[src/rtl/lambda_raster_walker_pkg.sv]
// Shared definitions for the lambda-generation front end.
//   DEF_*WIDTH  : default coordinate/ID widths used by all lambdagen stages
//   walk_state_e: raster walker state encoding (IDLE, WALK)
//   tri_desc_t  : triangle descriptor {tID, xmin, xmax, ymin, ymax}
package lambda_raster_walker_pkg;
  localparam int DEF_XWIDTH  = 9;
  localparam int DEF_YWIDTH  = 8;
  localparam int DEF_IDWIDTH = 16;

  typedef enum logic [0:0] {
    IDLE = 1'b0,
    WALK = 1'b1
  } walk_state_e;

  typedef struct packed {
    logic [DEF_IDWIDTH-1:0] tid;
    logic [DEF_XWIDTH-1:0]  xmin;
    logic [DEF_XWIDTH-1:0]  xmax;
    logic [DEF_YWIDTH-1:0]  ymin;
    logic [DEF_YWIDTH-1:0]  ymax;
  } tri_desc_t;
endpackage

[src/rtl/lambda_raster_walker_if.sv]
// Descriptor-in / pixel-out bundle of the raster walker.
//   slave  : walker side (consumes descriptors + stall, produces pixels)
//   master : source/sink side (drives descriptors + stall, observes pixels)
interface lambda_raster_walker_if
  import lambda_raster_walker_pkg::*;
#(
  parameter int XWIDTH  = DEF_XWIDTH,
  parameter int YWIDTH  = DEF_YWIDTH,
  parameter int IDWIDTH = DEF_IDWIDTH
);
  logic               tri_valid;
  logic               tri_ready;
  logic [IDWIDTH-1:0] tID_in;
  logic [XWIDTH-1:0]  xmin;
  logic [XWIDTH-1:0]  xmax;
  logic [YWIDTH-1:0]  ymin;
  logic [YWIDTH-1:0]  ymax;
  logic               stall;
  logic [XWIDTH-1:0]  px;
  logic [YWIDTH-1:0]  py;
  logic [IDWIDTH-1:0] tID_out;
  logic               ovalid;
  logic               olast;
  logic               drop;

  modport slave (
    input  tri_valid, tID_in, xmin, xmax, ymin, ymax, stall,
    output tri_ready, px, py, tID_out, ovalid, olast, drop
  );

  modport master (
    output tri_valid, tID_in, xmin, xmax, ymin, ymax, stall,
    input  tri_ready, px, py, tID_out, ovalid, olast, drop
  );
endinterface

[src/rtl/lambda_raster_walker.sv]
// Per-triangle pixel sequencer. Accepts a triangle (tID + inclusive bbox)
// and walks the box row-major, one pixel per unstalled cycle.
//   clk, rst : clock, synchronous active-high reset
//   bus      : slave modport -- tri_valid/tri_ready descriptor handshake,
//              stall in; px/py/tID_out/ovalid/olast/drop out (all registered)
module lambda_raster_walker
  import lambda_raster_walker_pkg::*;
#(
  parameter int XWIDTH  = DEF_XWIDTH,
  parameter int YWIDTH  = DEF_YWIDTH,
  parameter int IDWIDTH = DEF_IDWIDTH
) (
  input  logic                  clk,
  input  logic                  rst,
  lambda_raster_walker_if.slave bus
);
  localparam logic [0:0] ST_IDLE = 1'(IDLE);
  localparam logic [0:0] ST_WALK = 1'(WALK);

  logic [0:0]         state;
  logic [IDWIDTH-1:0] tid_q;
  logic [XWIDTH-1:0]  xmin_q, xmax_q, cx;
  logic [YWIDTH-1:0]  ymax_q, cy;

  logic [XWIDTH-1:0]  px_q;
  logic [YWIDTH-1:0]  py_q;
  logic [IDWIDTH-1:0] tid_out_q;
  logic               ovalid_q, olast_q, drop_q;

  logic at_xend, at_last, degen;

  assign at_xend = (cx == xmax_q);
  assign at_last = at_xend && (cy == ymax_q);
  assign degen   = (bus.xmin > bus.xmax) || (bus.ymin > bus.ymax);

  // Ready depends only on the state register.
  assign bus.tri_ready = (state == ST_IDLE);
  assign bus.px        = px_q;
  assign bus.py        = py_q;
  assign bus.tID_out   = tid_out_q;
  assign bus.ovalid    = ovalid_q;
  assign bus.olast     = olast_q;
  assign bus.drop      = drop_q;

  always_ff @(posedge clk) begin
    if (rst) begin
      state     <= ST_IDLE;
      tid_q     <= '0;
      xmin_q    <= '0;
      xmax_q    <= '0;
      ymax_q    <= '0;
      cx        <= '0;
      cy        <= '0;
      px_q      <= '0;
      py_q      <= '0;
      tid_out_q <= '0;
      ovalid_q  <= 1'b0;
      olast_q   <= 1'b0;
      drop_q    <= 1'b0;
    end else begin
      ovalid_q <= 1'b0;
      drop_q   <= 1'b0;
      case (state)
        ST_IDLE: begin
          olast_q <= 1'b0;
          if (bus.tri_valid) begin
            if (degen) begin
              drop_q <= 1'b1;
            end else begin
              tid_q  <= bus.tID_in;
              xmin_q <= bus.xmin;
              xmax_q <= bus.xmax;
              ymax_q <= bus.ymax;
              cx     <= bus.xmin;
              cy     <= bus.ymin;
              state  <= ST_WALK;
            end
          end
        end
        ST_WALK: begin
          // Stall holds the emitted coordinates/olast and the counters.
          if (!bus.stall) begin
            ovalid_q  <= 1'b1;
            px_q      <= cx;
            py_q      <= cy;
            tid_out_q <= tid_q;
            olast_q   <= at_last;
            // Counters stay put on the final pixel so nothing steps past
            // xmax/ymax (matters when the box touches the coordinate limit).
            if (at_last) begin
              state <= ST_IDLE;
            end else if (at_xend) begin
              cx <= xmin_q;
              cy <= cy + YWIDTH'(1);
            end else begin
              cx <= cx + XWIDTH'(1);
            end
          end
        end
        default: state <= ST_IDLE;
      endcase
    end
  end
endmodule
[src/flat_wrapper.sv]
// flat-port wrapper written by rule: the top's interface ports become plain ports
module lambda_raster_walker_flat import lambda_raster_walker_pkg::*;
#(
  parameter int XWIDTH  = DEF_XWIDTH,
  parameter int YWIDTH  = DEF_YWIDTH,
  parameter int IDWIDTH = DEF_IDWIDTH
)
  (clk, rst, bus_tri_valid, bus_tID_in, bus_xmin, bus_xmax, bus_ymin, bus_ymax, bus_stall, bus_tri_ready, bus_px, bus_py, bus_tID_out, bus_ovalid, bus_olast, bus_drop);
  lambda_raster_walker_if #(.XWIDTH(XWIDTH), .YWIDTH(YWIDTH), .IDWIDTH(IDWIDTH)) bus_i ();
  input  logic clk;
  input  logic rst;
  input wire logic [$bits(bus_i.tri_valid)-1:0] bus_tri_valid;
  input wire logic [$bits(bus_i.tID_in)-1:0] bus_tID_in;
  input wire logic [$bits(bus_i.xmin)-1:0] bus_xmin;
  input wire logic [$bits(bus_i.xmax)-1:0] bus_xmax;
  input wire logic [$bits(bus_i.ymin)-1:0] bus_ymin;
  input wire logic [$bits(bus_i.ymax)-1:0] bus_ymax;
  input wire logic [$bits(bus_i.stall)-1:0] bus_stall;
  output wire logic [$bits(bus_i.tri_ready)-1:0] bus_tri_ready;
  output wire logic [$bits(bus_i.px)-1:0] bus_px;
  output wire logic [$bits(bus_i.py)-1:0] bus_py;
  output wire logic [$bits(bus_i.tID_out)-1:0] bus_tID_out;
  output wire logic [$bits(bus_i.ovalid)-1:0] bus_ovalid;
  output wire logic [$bits(bus_i.olast)-1:0] bus_olast;
  output wire logic [$bits(bus_i.drop)-1:0] bus_drop;
  assign bus_i.tri_valid = bus_tri_valid;
  assign bus_i.tID_in = bus_tID_in;
  assign bus_i.xmin = bus_xmin;
  assign bus_i.xmax = bus_xmax;
  assign bus_i.ymin = bus_ymin;
  assign bus_i.ymax = bus_ymax;
  assign bus_i.stall = bus_stall;
  assign bus_tri_ready = bus_i.tri_ready;
  assign bus_px = bus_i.px;
  assign bus_py = bus_i.py;
  assign bus_tID_out = bus_i.tID_out;
  assign bus_ovalid = bus_i.ovalid;
  assign bus_olast = bus_i.olast;
  assign bus_drop = bus_i.drop;
  lambda_raster_walker #(.XWIDTH(XWIDTH), .YWIDTH(YWIDTH), .IDWIDTH(IDWIDTH)) u_core (.clk(clk), .rst(rst), .bus(bus_i));
endmodule
[config.mk]
export PLATFORM = sky130hd
export DESIGN_NAME = lambda_raster_walker_flat
export DESIGN_NICKNAME = d
export VERILOG_FILES = /design/src/rtl/lambda_raster_walker_pkg.sv /design/src/rtl/lambda_raster_walker_if.sv /design/src/rtl/lambda_raster_walker.sv /design/src/flat_wrapper.sv
export SDC_FILE = /design/constraint.sdc
export NUM_CORES = 1
export LEC_CHECK = 0
export CAP_MARGIN = 0
export CORE_MARGIN = 10
export CORE_UTILIZATION = 58
export CTS_BUF_LIST = sky130_fd_sc_hd__clkbuf_4
export DETAILED_ROUTE_END_ITERATION = 8
export HOLD_SLACK_MARGIN = 0.06
export PLACE_DENSITY = 0.94
export SYNTH_ARGS = -nofsm -noshare
export SYNTH_HDL_FRONTEND = slang
export SYNTH_SLANG_ARGS = --single-unit
[constraint.sdc]
create_clock -name clk -period 3.6 [get_ports clk]
set_clock_uncertainty 0.1 [all_clocks]
set_input_delay 0.72 -clock clk [delete_from_list [all_inputs] [get_ports clk]]
set_output_delay 0.72 -clock clk [all_outputs]
set_load 0.01 [all_outputs]
# Word level (Yosys, flattened, before mapping)
# Index checks and enable logic that the tools add are counted.
totals:
  register_bits: 96
  inputBits: 54
  rom_bits: 0
  latchBits: 0
  mem_bits_rw: 0
  output_inout_bits: 37
  memories: 0
classes:
  div_mod_pow: 0
  n_lt_le_gt_ge: 2
  n_mul: 0
  bitwise_logic: 4
  reduce_logical: 8
  eq_ne: 7
  n_shift: 0
  n_addsub: 2
  muxes: 21
op_table:
  columns: ["cell", "n"]
  rows:
  - ["$mux 9", 5]
  - ["$mux 8", 5]
  - ["$pmux 9 s2", 1]
  - ["$pmux 8 s2", 1]
  - ["$ne 2x2->1 const B", 5]
  - ["$add 9x1->9 const B", 1]
  - ["$eq 9x9->1", 1]
  - ["$gt 9x9->1", 1]
  - ["$add 8x1->8 const B", 1]
  - ["$eq 8x8->1", 1]
  - ["$gt 8x8->1", 1]
  - ["$mux 1", 7]
  - ["$reduce_and 5->1", 1]
  - ["$not 1->1", 4]
  - ["$pmux 1 s2", 2]
  - ["$reduce_and 4->1", 1]
  - ["$reduce_and 3->1", 1]
  - ["$reduce_or 3->1", 1]
  - ["$reduce_and 2->1", 1]
  - ["$reduce_or 2->1", 1]
  - ["$logic_and 1x1->1", 1]
  - ["$logic_or 1x1->1", 1]

# Longest topological paths before layout
logic_depth:
  ltp_word: 5
  depth_mapped: 11

# Least setup slack after synthesis
# OpenSTA, ideal clock, no wires.
synth_timing:
  kind: "input to register"
  startpoint: "input bus_xmax[4]"
  endpoint: "register u_core.cy[4]"
  arrival_time_ns: 2.366
  t_required_ns: 3.361
  path_stages: 9
  path_slack_ns: 0.995
  path_cell_list: "inv_1 -> ha_1 -> nand4_1 -> or3_1 -> o211ai_2 -> o211ai_2 -> clkbuf_1 -> a221oi_1 -> o32ai_1"
synth_via:
  elab_chain_cells: 4
synth_rtl:
  columns: ["element", "line", "text"]
  rows:
  - ["start, declared", "flat_wrapper.sv:15", "input wire logic [$bits(bus_i.xmax)-1:0] bus_xmax;"]
  - ["$gt 9x9->1", "lambda_raster_walker.sv:34", "assign degen = (bus.xmin > bus.xmax) || (bus.ymin > bus.ymax);"]
  - ["$logic_or 1x1->1", "lambda_raster_walker.sv:34", null]
  - ["$ne 2x2->1 (no line)", null, null]
  - ["$reduce_and 5->1 (no line)", null, null]
  - ["end signal, assigned", "lambda_raster_walker.sv:75", "cy <= bus.ymin;"]
  - ["end signal, assigned", "lambda_raster_walker.sv:94", "cy <= cy + YWIDTH'(1);"]
  - ["end, declared", "lambda_raster_walker.sv:23", "logic [YWIDTH-1:0] ymax_q, cy;"]
# No other way between the ends.
# A chain may end at the register's enable or synchronous reset.

# Worst setup path in the final report
layout_timing:
  startpoint: "input bus_xmax[8]"
  endpoint: "register u_core.cx[1]"
layout_via:
  elab_chain_cells: 4
layout_rtl:
  columns: ["element", "line", "text"]
  rows:
  - ["$gt 9x9->1", "lambda_raster_walker.sv:34", null]
  - ["$logic_or 1x1->1", "lambda_raster_walker.sv:34", null]
  - ["$ne 2x2->1 (no line)", null, null]
  - ["$reduce_and 4->1 (no line)", null, null]
  - ["end signal, assigned", "lambda_raster_walker.sv:74", "cx <= bus.xmin;"]
  - ["end signal, assigned", "lambda_raster_walker.sv:93", "cx <= xmin_q;"]
  - ["end signal, assigned", "lambda_raster_walker.sv:96", "cx <= cx + XWIDTH'(1);"]
  - ["end, declared", "lambda_raster_walker.sv:22", "logic [XWIDTH-1:0] xmin_q, xmax_q, cx;"]
# No other way between the ends.

==> flow_results.org <==
** Placed design
- Weighted congestion at the end of routability-driven global placement :: 0.906
- Placed Area :: 5590 µm²
- Input and output buffers added on the ports amount to 90.
- Detail Placement HPWL :: 9.05 mm
- Inst Count DP :: 710
- At the placement stage, the worst setup path has a slack of 0.282 ns.

** Floorplanning
- In this run the horizontal extent of the chip is 110 µm.
- Die boundary height :: 110 µm
- Core Box Area :: 7770 µm²
- The floorplan has 32 rows.
- Top Ports :: 91
- Starting utilization of the core area :: 60.2%
- The die covers 12100 µm².

** Synthesis
- Number of different library cells in the post-synthesis netlist :: 55
- Sequential fraction of the synthesis area :: 41.1%
- Count leader, synth :: sky130_fd_sc_hd__nand2_1
- Biggest area consumer among synthesized cells :: sky130_fd_sc_hd__dfxtp_1
- Share of Yosys cell area claimed by the top area cell type :: 41.1%
- #FFs+latches synth :: 96
- Post-synthesis xor/xnor area fraction :: 5.14%
- Count of flip-flops with a built-in enable after synthesis :: 0
- Fraction of the mapped netlist area in simple logic gates :: 18.1%
- The number of nets handed over by synthesis was 618.
- Combinational family with the most area after synthesis :: simple AND/OR/NAND/NOR gates
- Top FF cell, synth :: sky130_fd_sc_hd__dfxtp_1
- After Yosys synthesis, full adders, half adders and majority gates account for 5.08% of the synthesized area.
- For this run, the number of Yosys warnings is 0.
- Compound-Gate Fraction of Synth Area :: 16.5%
- Synthesis produced 545 cells.
- Cell area after synthesis :: 4680 µm²
- Of the post-synthesis cell area, the part taken by muxes is 8.05%.
- For this run, asynchronously set or reset flops after synthesis account for 0%.
- By area the synthesized netlist is led by sky130_fd_sc_hd__dfxtp_1, sky130_fd_sc_hd__nand2_1, sky130_fd_sc_hd__a21oi_1.
- Most common library cells after synthesis :: sky130_fd_sc_hd__nand2_1, sky130_fd_sc_hd__dfxtp_1, sky130_fd_sc_hd__a21oi_1
- Synthesized area per cell :: 8.58 µm²

** Finish
- At the end of the flow the core is filled with cells to 73.6%.
- Layout overhead on the synthesized area :: 22.3%
- Net count of the finished layout :: 692
- Filler cell count :: 587
- The post-route netlist has 9.13% of its cells at a drive strength greater than 1.
- For this run, the number of standard cells in the final layout without fillers is 726.
- 0 antenna diodes ended up in the layout.
- Final instance area :: 5720 µm²

** CTS
- Number of buffers inserted during clock tree synthesis :: 9
- Total clock sinks :: 96
- Hold repair after CTS inserted 0 buffers.
- Worst-Skew Late Latency :: 0.45 ns
- Post-CTS timing repair inserted 0 buffers for setup.
- CTS tree :: done
- CTS max path bufs :: 2
- The tree is rooted in a sky130_fd_sc_hd__clkbuf_4.
- The H-tree was split into 3 levels.
- CTS clock-pin slew for the worst setup and hold paths :: 0.15 ns
- In this run, post-CTS repair resized a total of 0 instances.

** Run
- The tool flagged a number of max-cap violations equal to 0.

** STA
- Of the available clock period, the critical path in the final layout requires 80.9%.
- For this run, the top clock speed supported by timing is 343 MHz.
- Setup tns final :: 0 ns
- Final Hold Viols :: 0
- Pins over their slew limit :: 0
- Setup repair after global routing left no endpoint under its margin.
- Crit path time final :: 2.91 ns
- Setup violations remaining at the end of the flow were counted as 0.
- At the pin with the least slew margin, the transition time is 0.710 ns.
- Relative max-transition margin :: 52.7%
- Worst path setup slack after routing :: 0.689 ns

** Power
- LEAKAGE :: 0.00213 µW
- Cell Pwr Density :: 429 nW/µm²
- Peak supply drop :: 0.205 mV

** Route
- In the routed layout, each cell is associated on average with a via count of 5.85.
- After detailed routing, the number of remaining DRC violations is 0.
- After detailed routing, the average wire length per cell comes to 17.1 µm.
- After the first detailed-routing iteration, the DRC count stood at 266.
- Vias :: 4245
- The first TritonRoute pass finished after 5 iterations.
- Final WL :: 12.4 mm
- Antenna violation net count after detailed routing :: 0

** Worst setup path
- STA puts the critical path data arrival time at 3.19 ns.
- The worst register-to-register path has a setup slack of 0.97 ns.
- Setup Crit Path Kind :: input port to flop
- Reg-to-reg endpoint :: u_core.cy[0]$_SDFFE_PP0P_
- Along the worst path, the maximum fanout reaches 11.
- The worst setup path is captured at a flop.
- In this run the worst setup path begins at bus_xmax[8].
- For the worst setup path, the data required time is 3.88 ns.
- Worst setup path end :: u_core.cx[1]$_SDFFE_PP0P_
- Startpoint types :: input port
- Cell depth of the worst flop-to-flop path :: 6
- In this run the critical register-to-register path is launched from u_core.cx[3]$_SDFFE_PP0P_.

** Global routing
- Global routing consumed, over all layers together, 20.3% of the routing resources.
- Residual overflow from global routing :: 0
- The number of global-route vias before repair came to 4210.
- First-pass GRT wire length :: 20.0 mm
- Antenna violations before repair :: 0
- Pin count of the biggest net entering global routing :: 70

** Run status
- Status :: completed

** Min path
- Type of the most critical hold path :: flop to flop
[through the flow]
step / total power [µW] / hold slack (ns)
after floorplan: 1720 / 0.331
after global placement: 1890 / 0.338
after detailed placement: 1920 / 0.342
after CTS: 2450 / 0.366
after global routing: 2570 / 0.381
final: 2450 / 0.362
[power breakdown]
group          switching [µW]  leakage (µW)  internal, µW
Combinational             367       0.00128           306
Clock                     390     0.0000696           156
Sequential               91.8      0.000781          1140
Total                     849       0.00213          1600
[cells by family (layout without fill, tap and decap cells)]
logic type | after synthesis | in the layout
mux | 34 | 34
buf+inv | 59 | 138
fa+ha+maj | 19 | 19
simple gates | 194 | 194
xor+xnor | 24 | 24
compound gates | 119 | 119
flops | 96 | 96
[flip-flops by register name, indices dropped and copies added (netlist names)]
signal,cells
u_core.cx,9
u_core.bus.ovalid,1
u_core.bus.px,9
u_core.state,1
u_core.bus.tID_out,16
u_core.tid_q,16
u_core.xmax_q,9
u_core.xmin_q,9
u_core.bus.py,8
u_core.bus.olast,1
u_core.bus.drop,1
u_core.ymax_q,8
u_core.cy,8
[layout by cell type, fill, tap and decap left out, drive strengths merged]
| cell | count |
|---|---|
| a211oi | 9 |
| a21oi | 73 |
| a221o | 1 |
| a221oi | 5 |
| a2bb2oi | 1 |
| a31oi | 2 |
| and3 | 2 |
| and4 | 1 |
| buf | 11 |
| clkbuf | 9 |
| clkdlybuf4s50 | 89 |
| clkinv | 2 |
| clkinvlp | 1 |
| dfxtp | 96 |
| ha | 19 |
| inv | 26 |
| mux2 | 7 |
| mux2i | 27 |
| nand2 | 125 |
| nand2b | 1 |
| nand3 | 10 |
| nand4 | 7 |
| nor2 | 25 |
| nor2b | 2 |
| nor3 | 12 |
| nor4 | 5 |
| o2111a | 1 |
| o211a | 1 |
| o211ai | 5 |
| o21a | 1 |
| o21ai | 8 |
| o221a | 1 |
| o221ai | 1 |
| o22ai | 2 |
| o31ai | 2 |
| o32ai | 6 |
| or2 | 2 |
| or3 | 2 |
| xnor2 | 14 |
| xor2 | 10 |
[worst max-delay path, stage by stage]
cell,delay (ns)
sky130_fd_sc_hd__clkdlybuf4s50_1,0.48
sky130_fd_sc_hd__inv_1,0.05
sky130_fd_sc_hd__ha_1,0.33
sky130_fd_sc_hd__a21oi_1,0.21
sky130_fd_sc_hd__o21ai_0,0.14
sky130_fd_sc_hd__o211ai_2,0.29
sky130_fd_sc_hd__o211ai_2,0.24
sky130_fd_sc_hd__buf_4,0.27
sky130_fd_sc_hd__a221o_1,0.32
sky130_fd_sc_hd__a21oi_1,0.14
[worst min-delay path by stage]
stage                                        from                                  to  slack [ns]  cells after the start
detailed placement   u_core.tid_q[2]$_SDFFE_PP0P_  u_core.bus.tID_out[2]$_SDFFE_PP0P_        0.34                      2
finish              u_core.bus.px[3]$_SDFFE_PP0P_       u_core.bus.px[3]$_SDFFE_PP0P_        0.36                      2
floorplan            u_core.tid_q[0]$_SDFFE_PP0P_  u_core.bus.tID_out[0]$_SDFFE_PP0P_        0.33                      2
CTS                 u_core.bus.px[3]$_SDFFE_PP0P_       u_core.bus.px[3]$_SDFFE_PP0P_        0.37                      2
global placement     u_core.tid_q[3]$_SDFFE_PP0P_  u_core.bus.tID_out[3]$_SDFFE_PP0P_        0.34                      2
global route        u_core.bus.px[2]$_SDFFE_PP0P_       u_core.bus.px[2]$_SDFFE_PP0P_        0.38                      2
[cell type report]
cell class              instances  area [µm²]  share of cell area, %
inverters                      22        82.6                   1.44
flip-flops and latches         96        1920                   33.6
clock inverters                 7        58.8                   1.03
repair buffers                100         983                   17.2
well taps                     102         128                   2.23
clock buffers                   9        67.6                   1.18
multi-input cells             390        2480                   43.3
[per-layer routing]
metal	global-route usage, %	part of all wire, %	vias up
met4	6.97	1.8	0
li1	-	-	2028
met5	0	0	-
met1	24.4	39	1995
met3	4.45	8.4	27
met2	35.0	51	195
No activity file was read; power rests on OpenSTA's default activity.
